==> src/rtl/pipe_credit_pkg.sv <==
// Shared types for the pipeline-result FIFO and the stages around it.
package pipe_credit_pkg;

  localparam int DEFAULT_DEPTH = 4;

  function automatic int cnt_width(input int depth);
    return $clog2(depth + 1);
  endfunction

  localparam int CNT_W = cnt_width(DEFAULT_DEPTH);

  typedef logic [CNT_W-1:0] cnt_t;

  typedef struct packed {
    logic overflow;
    logic credit_err;
  } status_t;

endpackage

==> src/rtl/pipe_credit_ring.sv <==
// Circular storage for pipe_credit_fifo: array plus wrapping rd/wr pointers.
module pipe_credit_ring #(
  parameter int WIDTH = 32,
  parameter int DEPTH = 4
) (
  input  logic             clk_i,
  input  logic             rst_i,
  input  logic             wr_en_i,
  input  logic [WIDTH-1:0] wr_data_i,
  input  logic             rd_en_i,
  output logic [WIDTH-1:0] rd_data_o
);

  localparam int AW = $clog2(DEPTH);

  logic [WIDTH-1:0] mem_q [DEPTH];
  logic [AW-1:0]    wr_ptr_q, wr_ptr_d;
  logic [AW-1:0]    rd_ptr_q, rd_ptr_d;

  // Pointers wrap naturally because DEPTH is a power of two.
  always_comb begin
    wr_ptr_d = wr_ptr_q;
    rd_ptr_d = rd_ptr_q;
    if (wr_en_i) wr_ptr_d = wr_ptr_q + 1'b1;
    if (rd_en_i) rd_ptr_d = rd_ptr_q + 1'b1;
  end

  always_ff @(posedge clk_i) begin
    if (rst_i) begin
      wr_ptr_q <= '0;
      rd_ptr_q <= '0;
    end else begin
      wr_ptr_q <= wr_ptr_d;
      rd_ptr_q <= rd_ptr_d;
    end
  end

  always_ff @(posedge clk_i) begin
    if (wr_en_i) mem_q[wr_ptr_q] <= wr_data_i;
  end

  assign rd_data_o = mem_q[rd_ptr_q];

endmodule

==> src/rtl/pipe_credit_fifo.sv <==
// Captures no-stall pipeline results into a FIFO and hands out issue credits
// so the issuer can never overrun the storage.
module pipe_credit_fifo
  import pipe_credit_pkg::*;
#(
  parameter int WIDTH        = 32,
  parameter int DEPTH        = 4,
  parameter int PIPE_LATENCY = 1
) (
  input  logic                          clk_i,
  input  logic                          rst_i,
  input  logic                          issue_i,
  input  logic                          in_valid_i,
  input  logic [WIDTH-1:0]              in_data_i,
  output logic                          can_issue_o,
  output logic                          out_valid_o,
  output logic [WIDTH-1:0]              out_data_o,
  input  logic                          out_ready_i,
  output logic [cnt_width(DEPTH)-1:0]   count_o,
  output logic                          overflow_o,
  output logic                          credit_err_o
);

  localparam int             CW      = cnt_width(DEPTH);
  localparam logic [CW-1:0]  DEPTH_C = CW'(DEPTH);
  localparam logic [CW:0]    DEPTH_S = (CW+1)'(DEPTH);

  if ((DEPTH < 2) || ((DEPTH & (DEPTH - 1)) != 0) || (PIPE_LATENCY < 1)) begin : g_bad_param
    $error("pipe_credit_fifo: DEPTH must be a power of two >= 2 and PIPE_LATENCY >= 1");
  end

  logic [CW-1:0] count_q, count_d;
  logic [CW-1:0] inflight_q, inflight_d;
  logic          out_valid_q, out_valid_d;
  status_t       status_q, status_d;

  logic             pop, full, accept;
  logic [CW:0]      occ_sum;
  logic [WIDTH-1:0] rd_data;

  // Same-cycle pops are not credited, keeping out_ready off the can_issue path.
  assign occ_sum     = {1'b0, count_q} + {1'b0, inflight_q};
  assign can_issue_o = occ_sum < DEPTH_S;

  always_comb begin
    pop         = out_valid_q & out_ready_i;
    full        = (count_q == DEPTH_C);
    accept      = in_valid_i & (~full | pop);
    count_d     = count_q;
    inflight_d  = inflight_q;
    status_d    = status_q;

    case ({accept, pop})
      2'b10:   count_d = count_q + 1'b1;
      2'b01:   count_d = count_q - 1'b1;
      default: count_d = count_q;
    endcase

    if (in_valid_i & ~accept) status_d.overflow = 1'b1;

    if (issue_i & ~in_valid_i) begin
      if (inflight_q != DEPTH_C) inflight_d = inflight_q + 1'b1;
    end else if (in_valid_i & ~issue_i) begin
      if (inflight_q == '0) status_d.credit_err = 1'b1;
      else                  inflight_d = inflight_q - 1'b1;
    end

    if (issue_i & ~can_issue_o) status_d.credit_err = 1'b1;

    out_valid_d = (count_d != '0);
  end

  always_ff @(posedge clk_i) begin
    if (rst_i) begin
      count_q     <= '0;
      inflight_q  <= '0;
      out_valid_q <= 1'b0;
      status_q    <= '0;
    end else begin
      count_q     <= count_d;
      inflight_q  <= inflight_d;
      out_valid_q <= out_valid_d;
      status_q    <= status_d;
    end
  end

  pipe_credit_ring #(
    .WIDTH (WIDTH),
    .DEPTH (DEPTH)
  ) u_ring (
    .clk_i     (clk_i),
    .rst_i     (rst_i),
    .wr_en_i   (accept),
    .wr_data_i (in_data_i),
    .rd_en_i   (pop),
    .rd_data_o (rd_data)
  );

  assign out_valid_o  = out_valid_q;
  assign out_data_o   = out_valid_q ? rd_data : '0;
  assign count_o      = count_q;
  assign overflow_o   = status_q.overflow;
  assign credit_err_o = status_q.credit_err;

endmodule

==> config.mk <==
export PLATFORM = sky130hd
export DESIGN_NAME = pipe_credit_fifo
export DESIGN_NICKNAME = d
export VERILOG_FILES = /design/src/rtl/pipe_credit_pkg.sv /design/src/rtl/pipe_credit_ring.sv /design/src/rtl/pipe_credit_fifo.sv
export SDC_FILE = /design/constraint.sdc
export NUM_CORES = 1
export LEC_CHECK = 0
export BUFFER_PORTS_ARGS = -buffer_cell sky130_fd_sc_hd__buf_2
export CORE_MARGIN = 8
export CORE_UTILIZATION = 52
export DETAILED_ROUTE_END_ITERATION = 10
export GPL_ROUTABILITY_DRIVEN = 1
export PLACE_DENSITY = 0.84
export SYNTH_ARGS = -nofsm -noshare
export SYNTH_HDL_FRONTEND = slang
export SYNTH_HIERARCHICAL = 1
export SYNTH_SLANG_ARGS = --single-unit
==> constraint.sdc <==
create_clock -name clk_i -period 3.1 [get_ports clk_i]
set_clock_uncertainty 0.15 [all_clocks]
set_input_delay 0.465 -clock clk_i [delete_from_list [all_inputs] [get_ports clk_i]]
set_output_delay 0.465 -clock clk_i [all_outputs]
set_load 0.1 [all_outputs]
==> flow_summary.yaml <==
global_routing:
  overflow: 0
  grt_max_degree: 34
  grt.total_usage: 0.157
  antenna_found_initial: 1
  grt_pass1_vias: 3308
  grt_pass1_wl_um: 17100
detailed_routing:
  wl_per_cell_um: 19.5
  routed_wl_um: 10800
  firstDrtPassIters: 4
  post-route-drc-count: 0
  drt_iter0_drc: 169
  via_per_inst: 5.45
  detail-route-antenna-nets: 0
  vias: 3013
cells_and_area:
  regArea_mm2: 0.00415
  antenna_cells: 0
  mostFrequentLayoutCells: "128 x edfxtp_1, 75 x buf_2, 34 x and2_1, 30 x mux4_2, 20 x clkbuf_16"
  fill_cells: 690
  multi_input_area_mm2: 0.00148
  layout.nets: 447
  final_util: 0.659
  area_growth_pct: 23.8
  final_common_cell: "edfxtp_1"
  layout-drive-gt1-share: 0.387
synthesis:
  syn_nets: 341
  synth-simple-area-share: 0.0655
  synthAdderAreaFrac: 0.0244
  ys_seq_area_frac: 0.721
  synth_cell_types: 39
  synth.largest_area_cell: "edfxtp_1"
  yosys_warnings: 6
  synthesis.instances: 294
  syn-cell-area_mm2: 0.00575
  ys_ff_latch: 143
  synth_top_area_frac: 0.669
  netlist_top_cells_area: "edfxtp_1 67%, mux4_2 12%, dfxtp_1 5.2%"
  synth_top_family_by_area: "multiplexers"
  synth_compound_area_frac: 0.0213
  synthMuxAreaShare: 0.133
  avgSynthCellArea_um2: 19.5
  synth_xor_area_frac: 0.00914
floorplan:
  coreArea_mm2: 0.0108
  die_area_mm2: 0.0147
  initial_utilization: 0.532
  num_rows: 38
  die_w_um: 121
  die_h_um: 121
  pin_count: 76
flow_run:
  maxCapViolCount: 0
clocking:
  h-tree-depth: 4
  cts.sink_count: 143
  cts_setup_buffers: 0
  cts-root-buf: "clkbuf_8"
  cts_buffer_depth: 2
  cts_tree: "built"
  hold_buffers: 16
  cts_inserted_buffers: 17
  path_clk_slew_ps: 60
  worstSkewPairLatency_ps: 520
  cts.repair.resized: 0
timing:
  drv_slew: 0
  report.final.setup_viol: 0
  finalCriticalPeriod_ps: 2800
  finalSetupTns_ps: 0
  finalHoldViolCount: 0
  tightest_slew_ps: 502
  fin_crit_sh: 0.902
  rsz0062_at_grt: "false"
  max_slew_margin: 0.668
  max_freq_mhz: 358
placement:
  port-buffer-count: 75
  routabilityCongestion: 0.743
  hpwl_um: 6990
worst_setup_path:
  r2r_slack_ps: 730
  cp-start-kind: "flop"
  critPathArrivalTime_ps: 2180
  crit_required_ps: 2480
  path_max_fanout: 32
  crit_type: "reg -> out"
  cp-end-kind: "output port"
power_and_ir_drop:
  vdd_drop_max_mv: 0.830
  p_leak_nw: 2.58
  power.density_mw_per_mm2: 975
worst_hold_path:
  hp-class: "in -> reg"
outcome:
  status: "complete, no violations"
## area by class of cell
type | count | share of cell area
sequential | 143 | 0.583
multi-input combinational | 130 | 0.207
timing repair buffer | 98 | 0.0914
clock buffer | 25 | 0.0786
tap | 140 | 0.0246
clock inverter | 7 | 0.00914
inverter | 10 | 0.00598
## flip-flops by register name, summed over array words and instances (netlist names), named ones only
| name | cells |
|---|---|
| u_ring/wr_ptr_q | 2 |
| overflow_o | 1 |
| u_ring/mem_q | 128 |
| u_ring/rd_ptr_q | 2 |
| out_valid_o | 1 |
| inflight_q | 3 |
| credit_err_o | 1 |
| count_o | 3 |
## where the power goes
group          internal [mW]  switching [mW]  total, mW
Clock                   1.32           0.716       2.03
Sequential              2.30          0.0889       2.39
Combinational          0.604            1.91       2.52
## synthesized netlist by cell type
library cell and number:
and3b_2 1, buf_1 1, or3b_1 1, nand3b_1 1, nor4_1 1, nand2b_1 1
buf_6 1, edfxtp_1 128, nor2b_1 3, nor2_1 11, mux2_4 1, nand2_1 2
mux2i_1 2, clkinv_4 1, a211oi_1 1, a21bo_2 1, inv_1 9, mux4_1 2
dfxtp_1 15, xnor2_1 5, mux4_2 30, nand2_4 1, a211o_1 1, fa_1 2
o21ai_0 1, buf_2 6, and3_1 1, and2_1 38, nor3_1 1, a32oi_2 1
buf_12 3, xor2_1 1, nand3_1 2, ha_1 8, o31ai_2 1, a221oi_2 1
a31oi_1 2, a221o_1 1, a21oi_1 5
## per-stage QoR
stage | setup WS (ps) | cells | power (mW) | area [um^2] | hold slack, ps
after CTS | 248 | 553 | 7.00 | 7120 | 1.90
final | 304 | 553 | 6.94 | 7120 | 27.7
after global routing | 205 | 553 | 7.18 | 7120 | 4.65
after detailed placement | 597 | 505 | 4.94 | 6330 | 357
after global placement | 674 | 505 | 4.90 | 6330 | 313
after floorplan | 165 | 294 | 4.55 | 5770 | 335
## path summary, 6_finish.rpt
path                startpoint                  to  cells past startpoint
setup / recovery          flop      out_data_o[31]                      4
hold / removal    in_data_i[3]  u_ring/mem_q[3][3]                      1
hold reg to reg   credit_err_o        credit_err_o                      2
setup reg to reg    count_o[0]  u_ring/mem_q[2][5]                      5
## metal layers
layer | track usage | part of all wire | up-vias
met1 | 0.174 | 0.40 | 1543
met3 | 0.0563 | 0.059 | 14
met4 | 0.0546 | 0.0099 | 2
met5 | 0 | 0.0015 | -
li1 | - | - | 1362
met2 | 0.273 | 0.53 | 92
## worst max-delay path: stages, from the launching register on
cell     delay [ps]
dfxtp_2         340
buf_12          260
mux4_1          590
and2_1          170
buf_2           290
## kinds of logic after synthesis
kind of cell / count (synthesis)
buffers and inverters: 21
xor gates and xnor gates: 6
adders and majority gates: 10
and+or+nand+nor: 64
DFF: 143
AOI/OAI and AO/OA: 15
muxes: 35
No activity file was read; power rests on OpenSTA's default activity.
